`config.mk`:
```
export PLATFORM = sky130hd
export DESIGN_NAME = mem_arbiter
export DESIGN_NICKNAME = d
export VERILOG_FILES = /design/src/rtl/mem_arbiter.sv
export SDC_FILE = /design/constraint.sdc
export NUM_CORES = 1
export LEC_CHECK = 0
export CELL_PAD_IN_SITES_DETAIL_PLACEMENT = 1
export CELL_PAD_IN_SITES_GLOBAL_PLACEMENT = 1
export CORE_ASPECT_RATIO = 1.4
export CORE_UTILIZATION = 21
export DETAILED_ROUTE_END_ITERATION = 10
export PLACE_DENSITY_LB_ADDON = 0.08
export SLEW_MARGIN = 20
export SYNTH_ARGS = -nofsm -noshare
export SYNTH_HDL_FRONTEND = slang
export SYNTH_SLANG_ARGS = --single-unit
```
`constraint.sdc`:
```
create_clock -name i_clk -period 2.25 [get_ports i_clk]
set_clock_uncertainty 0.1 [all_clocks]
set_input_delay 0.45 -clock i_clk [delete_from_list [all_inputs] [get_ports i_clk]]
set_output_delay 0.45 -clock i_clk [all_outputs]
set_load 0.05 [all_outputs]
```
`src/rtl/mem_arbiter.sv`:
```
// Two-master arbiter for the shared single-port program/data RAM.
// Master 0 is the CPU memory port, master 1 the DMA/peripheral engine.
// Accesses are serialised through IDLE -> ACCESS -> ACK with a fixed
// read latency; collisions resolve round-robin or fixed-priority.
module mem_arbiter #(
  parameter int unsigned AW        = 16,
  parameter int unsigned DW        = 16,
  parameter int unsigned RD_LAT    = 1,
  parameter int unsigned PRIO_MODE = 0
) (
  input  logic          i_clk,
  input  logic          i_rst_n,
  input  logic          i_ce,
  input  logic          i_req0,
  input  logic          i_we0,
  input  logic [AW-1:0] i_addr0,
  input  logic [DW-1:0] i_wdata0,
  output logic          o_ack0,
  input  logic          i_req1,
  input  logic          i_we1,
  input  logic [AW-1:0] i_addr1,
  input  logic [DW-1:0] i_wdata1,
  output logic          o_ack1,
  output logic [DW-1:0] o_rdata,
  output logic [AW-1:0] o_mem_addr,
  output logic [DW-1:0] o_mem_wdata,
  output logic          o_mem_we,
  input  logic [DW-1:0] i_mem_rdata,
  output logic          o_busy,
  output logic          o_owner
);

  typedef enum logic [1:0] {
    IDLE   = 2'd0,
    ACCESS = 2'd1,
    ACK    = 2'd2
  } state_t;

  localparam logic [2:0] LAT_LAST = 3'(RD_LAT - 1);

  state_t        state_q, state_d;
  logic          owner_q, owner_d;
  logic          last_q, last_d;
  logic [2:0]    lat_q, lat_d;
  logic [DW-1:0] rdata_q, rdata_d;

  logic          own_we;
  logic [AW-1:0] own_addr;
  logic [DW-1:0] own_wdata;
  logic          any_req;
  logic          winner;

  // Request fields are taken live from whichever master currently owns the RAM.
  always_comb begin
    own_we    = owner_q ? i_we1    : i_we0;
    own_addr  = owner_q ? i_addr1  : i_addr0;
    own_wdata = owner_q ? i_wdata1 : i_wdata0;
  end

  // Winner selection: a lone requester wins; on a tie the mode decides.
  always_comb begin
    any_req = i_req0 | i_req1;
    if (i_req0 && i_req1) begin
      if (PRIO_MODE == 1) winner = 1'b0;
      else                winner = ~last_q;
    end else begin
      winner = ~i_req0;
    end
  end

  // State register; reset overrides the clock enable.
  always_ff @(posedge i_clk) begin
    if (!i_rst_n) begin
      state_q <= IDLE;
      owner_q <= 1'b0;
      last_q  <= 1'b1;
      lat_q   <= '0;
      rdata_q <= '0;
    end else if (i_ce) begin
      state_q <= state_d;
      owner_q <= owner_d;
      last_q  <= last_d;
      lat_q   <= lat_d;
      rdata_q <= rdata_d;
    end
  end

  // Next-state logic and RAM/handshake outputs, all decoded from the current state.
  always_comb begin
    state_d     = state_q;
    owner_d     = owner_q;
    last_d      = last_q;
    lat_d       = lat_q;
    rdata_d     = rdata_q;
    o_mem_addr  = '0;
    o_mem_wdata = '0;
    o_mem_we    = 1'b0;
    o_ack0      = 1'b0;
    o_ack1      = 1'b0;
    case (state_q)
      IDLE: begin
        if (any_req) begin
          owner_d = winner;
          last_d  = winner;
          lat_d   = '0;
          state_d = ACCESS;
        end
      end
      ACCESS: begin
        o_mem_addr  = own_addr;
        o_mem_wdata = own_wdata;
        if (own_we) begin
          o_mem_we = 1'b1;
          state_d  = ACK;
        end else if (lat_q == LAT_LAST) begin
          rdata_d = i_mem_rdata;
          state_d = ACK;
        end else begin
          lat_d = lat_q + 3'd1;
        end
      end
      ACK: begin
        o_mem_addr  = own_addr;
        o_mem_wdata = own_wdata;
        o_ack0      = ~owner_q;
        o_ack1      = owner_q;
        state_d     = IDLE;
      end
      default: state_d = IDLE;
    endcase
  end

  assign o_busy  = (state_q != IDLE);
  assign o_owner = owner_q;
  assign o_rdata = rdata_q;

endmodule

```
* Yosys cells after proc, flatten, opt, wreduce, memory -nomap -nowiden
Index checks and enable logic that the tools add are counted.
Word-level totals: register bits 23, bits of input ports 87, output and inout port bits 53, word-level logic and storage cells 45
Cells by class: $add $sub $neg 1, equality and inequality tests 6, muxes and demuxes 18, bitwise gates (word level) 5, reduce and logical (&&, ||, !) cells 10
Operator list (number):
- 16-bit two-way mux | 4
- 3-bit two-way mux | 3
- 1-bit two-way mux | 6
- 2-bit two-way mux | 3
- 2-bit != test (second input constant) | 3
- 3-bit one-hot mux with 2 select lines | 1
- 3-bit AND reduction | 2
- 5-bit AND reduction | 1
- 1-bit NOT | 4
- 2-bit one-hot mux with 2 select lines | 1
- 4-bit AND reduction | 1
- 2-bit nonzero test | 2
- 3-bit by 1-bit adder with 3-bit output (second input constant) | 1
- 3-bit logical NOT | 1
- 3-bit != test (second input constant) | 1
- 2-bit by 1-bit == test with 1-bit output (second input constant) | 1
- 2-bit == test (second input constant) | 1
- 2-bit logical NOT | 1
- 2-bit OR reduction | 1
- 1-bit logical AND | 1
- 1-bit bitwise OR | 1

* Depth between registers and ports, before layout
Gate-level depths: netlist of run 1.
depth in word-level cells 4, gate-level depth with buffers 8, mapped depth without buffers 6

* Least setup slack after synthesis of run 1
OpenSTA, ideal clock, no wires.
path kind register -> output, from register owner_q, in the netlist o_owner, to output o_mem_addr[10], data arrival time 1922 ps, required time 1700 ps, path slack -222 ps, stages on the path, launching flop included 5, buffers on the path 2, cells stage by stage dfxtp_1 -> buf_6 -> buf_2 -> mux2i_1 -> nor2b_1
On the way: longest elaborated chain between the ends 2
Ends and longest elaborated chain:
- start: declaration | RTL line 42 | logic owner_q, owner_d;
- start signal: assignment | RTL line 81 | owner_q <= owner_d;
- 16-bit two-way mux | RTL line 56 | own_addr = owner_q ? i_addr1 : i_addr0;
- 16-bit two-way mux | RTL line 100 | case (state_q)
- end: declaration | RTL line 25 | output logic [AW-1:0] o_mem_addr,
No other way between the ends.

* Final worst setup path of run 1
from register state_q[1], to output o_mem_addr[4]
On the way: longest elaborated chain between the ends 3, elaborated cells on any way between the ends 4, those cells by class eq/ne (2); mux (1); reduce/logical (1)
Ends and longest elaborated chain:
- start: declaration | RTL line 41 | state_t state_q, state_d;
- start signal: assignment | RTL line 80 | state_q <= state_d;
- 2-bit by 1-bit == test with 1-bit output or 2-bit == test (tied branches) | RTL line 100
- 2-bit OR reduction (no source line) *
- 16-bit two-way mux * | RTL line 100
Mark *: on every way between the ends. The rest lies on a longest branch, timed or not.

==> flow_metrics.env, run 1 <==
export IMPL_io_buffer_count=139
export IMPL_die_area_mm2=0.00789
export IMPL_root_buffer="clkbuf_8"
export IMPL_synth_seq_cells=23
export IMPL_regToRegSetupSlack_ns=0.44
export IMPL_p_per_area_mw_per_mm2=507
export IMPL_clk_pin_slew_ns=0.08
export IMPL_grt_first_pass_wirelength_um=9570
export IMPL_power_frac_seq_pct=23.7
export IMPL_holdCritStartpoint="o_rdata[12]"
export IMPL_rr_worst_depth=6
export IMPL_rsz0062_at_grt="no"
export IMPL_synth_ff_type="dfxtp_1"
export IMPL_wire_per_inst_um=14.1
export IMPL_core_mm2=0.00731
export IMPL_dpl_hpwl_um=5130
export IMPL_worst_pin_slew_ns=0.529
export IMPL_hold_ws_ns=0.358
export IMPL_synth_cells=192
export IMPL_die_y_um=105
export IMPL_synth_edf_count=0
export IMPL_drive_gt1_share_pct=25.5
export IMPL_yosysWarnings=0
export IMPL_syn_num_nets=285
export IMPL_fin_tns_setup_ns=0
export IMPL_switching_share_pct=37.9
export IMPL_fin_nets=424
export IMPL_cts_inserted_buffers=3
export IMPL_drv_cap=0
export IMPL_critPathKind="flip-flop to primary output"
export IMPL_die_w_um=75.4
export IMPL_startpoint="state_q[1]"
export IMPL_grt_busiest_layer="met2"
export IMPL_antenna_found_initial=0
export IMPL_clockBufferDepth=2
export IMPL_p_int_mw=1.13
export IMPL_worst_path_max_fanout=19
export IMPL_finalCritPeriodShare_pct=93.9
export IMPL_layout_min_cycle_time_ns=2.11
export IMPL_setup_viol=0
export IMPL_rr_endpoint="state_q[1]"
export IMPL_postCtsSetupRepairBufs=0
export IMPL_status="complete, no violations"
export IMPL_netlist_area_mm2=0.00158
export IMPL_final_antenna_net_count=0
export IMPL_p_leak_nw=1.29
export IMPL_grt_pass1_vias=2046
export IMPL_clk_latency_ns=0.26
export IMPL_async_flop_share_pct=0
export IMPL_grt_usage_pct=15.8
export IMPL_vias_per_cell=4.38
export IMPL_hold_viol=0
export IMPL_first_pass_iters=3
export IMPL_cp_end_kind="primary output"
export IMPL_ys_seq_area_share_pct=29.1
export IMPL_wl_um=6030
export IMPL_cts_max_level=1
export IMPL_cts_repair_resized=6
export IMPL_cts_hold_buf=0
export IMPL_synth_cell_types=31
export IMPL_area_delta_synth_final_pct=126
export IMPL_vias=1870
export IMPL_remaining_drc_errors=0
export IMPL_fmax_ghz=0.473
export IMPL_crit_path_end="o_mem_addr[4]"
export IMPL_start_kind="flip-flop"
export IMPL_diodes=0
export IMPL_grt_overflow_total=0
export IMPL_pwr_share_clk_pct=13.9
export IMPL_reg2reg_from="state_q[0]"
export IMPL_vdd_drop_max_v=0.000237
export IMPL_drt_iter0_markers=26
export IMPL_drv_slew=0
export IMPL_rows=37
export IMPL_syn_avg_cell_area_um2=8.24
export IMPL_use_met2_pct=27.8
export IMPL_gp_congestion=0.706
export IMPL_grt_max_degree=36
export IMPL_cp_arrival_ns=1.56
export IMPL_slew_headroom_pct=64.6
export IMPL_met3_usage_pct=8.78
export IMPL_use_met1_pct=15.4
export IMPL_hold_path_class="flip-flop to flip-flop"
export IMPL_switching_power_uw=687
export IMPL_start_util_pct=21.6
export IMPL_cts_tree="built"
export IMPL_crit_required_ns=1.70
export IMPL_cts_sinks=23
export IMPL_ios=140
export IMPL_comb_power_share_pct=62.3
## cell usage after synthesis (2+ instances only)
cell type	number	share of area [%]
ha_1	6	4.7
nand4_1	2	0.79
nor2b_1	35	14
dfxtp_1	23	29
mux2i_1	33	21
buf_6	2	1.4
nand2_1	36	8.5
a21oi_1	17	5.4
nand3_1	4	1.3
inv_1	5	1.2
buf_2	5	1.6
nor2_1	2	0.47
clkbuf_1	4	0.95
## cells in the final DEF, fill, tap and decap left out, types with 4 or more instances in the layout
cell type	n
nand3_1	4
nand2_1	36
mux2i_1	33
inv_1	5
buf_12	36
a21oi_1	17
nor2b_2	32
buf_4	7
dfxtp_1	22
ha_1	5
clkdlybuf4s50_1	103
## how the worst min path moves through the flow
stage                  end  cells past startpoint
5_1_grt         o_rdata[3]                      2
4_1_cts         o_rdata[2]                      2
3_5_place_dp    o_rdata[2]                      2
3_3_place_gp    o_rdata[2]                      2
2_1_floorplan   state_q[0]                      2
6_report       o_rdata[12]                      2
## power groups by stage
stage / Sequential [mW] / Clock [mW] / Combinational, mW
floorplan: 0.466 / 0 / 0.511
global placement: 0.439 / 0 / 1.12
detailed placement: 0.440 / 0 / 1.13
CTS: 0.431 / 0.266 / 1.14
global route: 0.432 / 0.283 / 1.18
finish: 0.430 / 0.253 / 1.13
## per-layer routing
metal | vias to the layer above | part of all wire, %
met2 | 102 | 51
met1 | 847 | 33
li1 | 919 | -
met4 | 0 | 0.70
met3 | 2 | 15
met5 | - | 0
## critical path, stage by stage, from the launching register on
cell and delay, ns:
dfxtp_1 0.37, inv_1 0.11, ha_4 0.33, buf_12 0.14, nor2b_2 0.19, buf_12 0.15
## flip-flops by register name (all words and copies together), names as in the netlist
register and flops:
last_q 1, lat_q 3, o_owner 1, o_rdata 16, state_q 2
## logic make-up (layout without fill, tap and decap cells)
kind of cell             after synthesis  count (layout)  share of synthesized area (%)
buffers and inverters                 18             156                           5.85
adder cells (fa/ha/maj)                6               6                           4.74
multiplexers                          35              35                           23.0
AO/OA/AOI/OAI                         24              24                           9.09
flip-flops                            23              23                           29.1
AND/OR/NAND/NOR                       86              86                           28.2
## layout make-up
class	instances	area, um^2
multi-input combinational	151	1120
sequential	23	462
timing repair buffer	146	1800
clock buffer	4	45.0
tap	97	121
inverter	6	22.5
fill	864	3740
## per-stage QoR
| stage | setup WS (ns) | cell area [um^2] | util [%] | std cells | power, mW |
|---|---|---|---|---|---|
| after floorplan | 0.0186 | 1650 | - | 192 | 0.977 |
| after global placement | 0.223 | 3510 | 47.9 | 423 | 1.56 |
| after detailed placement | 0.212 | 3510 | 47.9 | 423 | 1.57 |
| after CTS | 0.00771 | 3570 | 48.8 | 427 | 1.84 |
| after global routing | 0.0289 | 3580 | 48.9 | 427 | 1.90 |
| final | 0.136 | 3580 | 48.9 | 427 | 1.81 |
(Power assumes the default switching activity.)
==> inputs of run 2 (changes only) <==
--- a/config.mk
+++ b/config.mk
@@ -5,10 +5,12 @@
 export SDC_FILE = /design/constraint.sdc
 export NUM_CORES = 1
 export LEC_CHECK = 0
+export CAP_MARGIN = 15
 export CELL_PAD_IN_SITES_DETAIL_PLACEMENT = 1
 export CELL_PAD_IN_SITES_GLOBAL_PLACEMENT = 1
 export CORE_ASPECT_RATIO = 1.4
-export CORE_UTILIZATION = 21
+export CORE_UTILIZATION = 19
+export CTS_BUF_LIST = sky130_fd_sc_hd__clkbuf_16
 export DETAILED_ROUTE_END_ITERATION = 10
 export PLACE_DENSITY_LB_ADDON = 0.08
 export SLEW_MARGIN = 20
==> constraint.sdc (replaced) <==
create_clock -name i_clk -period 1.8 [get_ports i_clk]
set_clock_uncertainty 0.1 [all_clocks]
set_input_delay 0.36 -clock i_clk [delete_from_list [all_inputs] [get_ports i_clk]]
set_output_delay 0.36 -clock i_clk [all_outputs]
set_load 0.05 [all_outputs]
==> flow_metrics.env, run 2 (synthesized netlist as in run 1, its figures left out) <==
export IMPL_wire_per_inst_um=13.9
export IMPL_clk_latency_ns=0.25
export IMPL_cp_cell_sequence="inv_2 -> ha_4 -> buf_12 -> nor2b_4 -> buf_12"
export IMPL_setup_viol=32
export IMPL_antenna_found_initial=0
export IMPL_grt_pass1_vias=2036
export IMPL_fmax_ghz=0.527
export IMPL_remaining_drc_errors=0
export IMPL_first_pass_iters=4
export IMPL_ios=140
export IMPL_cp_end_kind="primary output"
export IMPL_hold_path_class="flip-flop to flip-flop"
export IMPL_worst_pin_slew_ns=0.268
export IMPL_diodes=0
export IMPL_fillCellCount=922
export IMPL_clockBufferDepth=2
export IMPL_fin_nets=439
export IMPL_vdd_drop_max_v=0.000428
export IMPL_drive_gt1_share_pct=37.1
export IMPL_vias=1932
export IMPL_die_w_um=79.1
export IMPL_rows=39
export IMPL_placedCellCount=435
export IMPL_drt_iter0_markers=44
export IMPL_hold_viol=0
export IMPL_p_per_area_mw_per_mm2=664
export IMPL_crit_required_ns=1.34
export IMPL_cp_arrival_ns=1.44
export IMPL_layout_cells_non_filler=447
export IMPL_die_area_mm2=0.00870
export IMPL_wl_um=6220
export IMPL_worst_path_max_fanout=12
export IMPL_area_delta_synth_final_pct=153
export IMPL_status="finished, violations left"
export IMPL_core_mm2=0.00810
export IMPL_layout_commonest_cell="clkdlybuf4s50_1"
export IMPL_fin_tns_setup_ns=-2.57
export IMPL_fin_area_mm2=0.00401
export IMPL_cts_inserted_buffers=3
export IMPL_vias_per_cell=4.32
export IMPL_largest_reg_flops=16
export IMPL_grt_overflow_total=0
export IMPL_cts_hold_buf=0
export IMPL_gp_congestion=0.684
export IMPL_grt_max_degree=17
export IMPL_layout_min_cycle_time_ns=1.90
export IMPL_final_antenna_net_count=0
export IMPL_worst_path_most_repeated_cell="buf_12"
export IMPL_placed_area_mm2=0.00378
export IMPL_root_buffer="clkbuf_16"
export IMPL_dpl_hpwl_um=5270
export IMPL_cts_max_level=1
export IMPL_worst_slack_ns=-0.0979
export IMPL_drv_cap=0
export IMPL_cts_sinks=23
export IMPL_rsz0062_at_grt="yes"
export IMPL_clk_pin_slew_ns=0.06
export IMPL_p_leak_nw=1.53
export IMPL_violations="negative setup slack"
export IMPL_start_util_pct=19.5
export IMPL_slew_headroom_pct=81.6
export IMPL_die_y_um=110
export IMPL_io_buffer_count=139
export IMPL_grt_usage_pct=14.2
export IMPL_slowest_stage="dfxtp_2"
export IMPL_layout_common_cells="86 x clkdlybuf4s50_1, 42 x buf_12, 36 x nand2_1"
export IMPL_start_kind="flip-flop"
export IMPL_cts_tree="built"
export IMPL_drv_slew=0
export IMPL_finalCritPeriodShare_pct=105
export IMPL_critPathKind="flip-flop to primary output"
export IMPL_critPathMaxStageDelay_ns=0.34
export IMPL_grt_first_pass_wirelength_um=9580
## run 2: metrics by stage
stage | power (mW) | setup slack, ns | hold WS, ns | util (%)
after CTS | 2.70 | -0.129 | 0.360 | 49.1
after detailed placement | 2.15 | -0.0675 | 0.351 | 46.6
after global routing | 2.79 | -0.165 | 0.388 | 49.5
after global placement | 2.14 | -0.0525 | 0.342 | 46.6
after floorplan | 1.35 | 0.0250 | 0.364 | -
final | 2.67 | -0.0979 | 0.356 | 49.5
## run 2: final cells by class
type,count,area (um^2),area share (%)
clock buffer,3,75.1,1.87
tap,102,128,3.18
multi-input combinational,151,1340,33.3
sequential,23,467,11.6
clock inverter,1,3.75,0.0936
inverter,6,26.3,0.655
timing repair buffer,161,1970,49.2
## run 2: worst max-delay path: cells and delay by family (launching register included)
family / cells / cell delay (ns)
DFF: 1 / 0.34
buffers and inverters: 3 / 0.34
adders and majority gates: 1 / 0.33
and+or+nand+nor: 1 / 0.16
## run 2: layer usage
layer / wire length (um) / track usage [%] / share of wire (%) / up-vias
met5: 0 / 0 / 0 / -
met4: 57 / 3.51 / 0.92 / 0
met3: 700 / 5.93 / 11 / 4
met2: 3300 / 26.8 / 53 / 94
met1: 2170 / 14.3 / 35 / 879
li1: - / - / - / 955
## run 2: where the power goes
| part | leakage, nW | switching (mW) | internal [mW] |
|---|---|---|---|
| logic | 1.30 | 0.753 | 0.899 |
| clock network | 0.0423 | 0.176 | 0.296 |
| registers | 0.188 | 0.0146 | 0.527 |
## run 2: path summary, 6_finish.rpt
path | slack, ns | startpoint | to | cells after the start
worst max-delay path | -0.1 | state_q[1] | o_mem_addr[3] | 5
worst min-delay path | 0.36 | o_rdata[8] | o_rdata[8] | 2
worst max register to register | 0.09 | o_owner | lat_q[2] | 5
worst min register to register | 0.36 | o_rdata[8] | o_rdata[8] | 2
## run 2: what timing repair did
action                     4_1_cts  5_1_grt
hold endpoints to repair         0        0
gates cloned                     0        1
setup endpoints to repair       33       34
setup buffers                    6        1
resized for setup               13        1
pin swaps                        1        1
==> inputs of run 3 (changes only) <==
--- a/config.mk
+++ b/config.mk
@@ -11,6 +11,7 @@
 export CORE_ASPECT_RATIO = 1.4
 export CORE_UTILIZATION = 19
 export CTS_BUF_LIST = sky130_fd_sc_hd__clkbuf_16
+export CTS_CLUSTER_DIAMETER = 150
 export DETAILED_ROUTE_END_ITERATION = 10
 export PLACE_DENSITY_LB_ADDON = 0.08
 export SLEW_MARGIN = 20
==> results of run 3 <==
No change in the layout: final DEF, timing and power equal those of run 2.
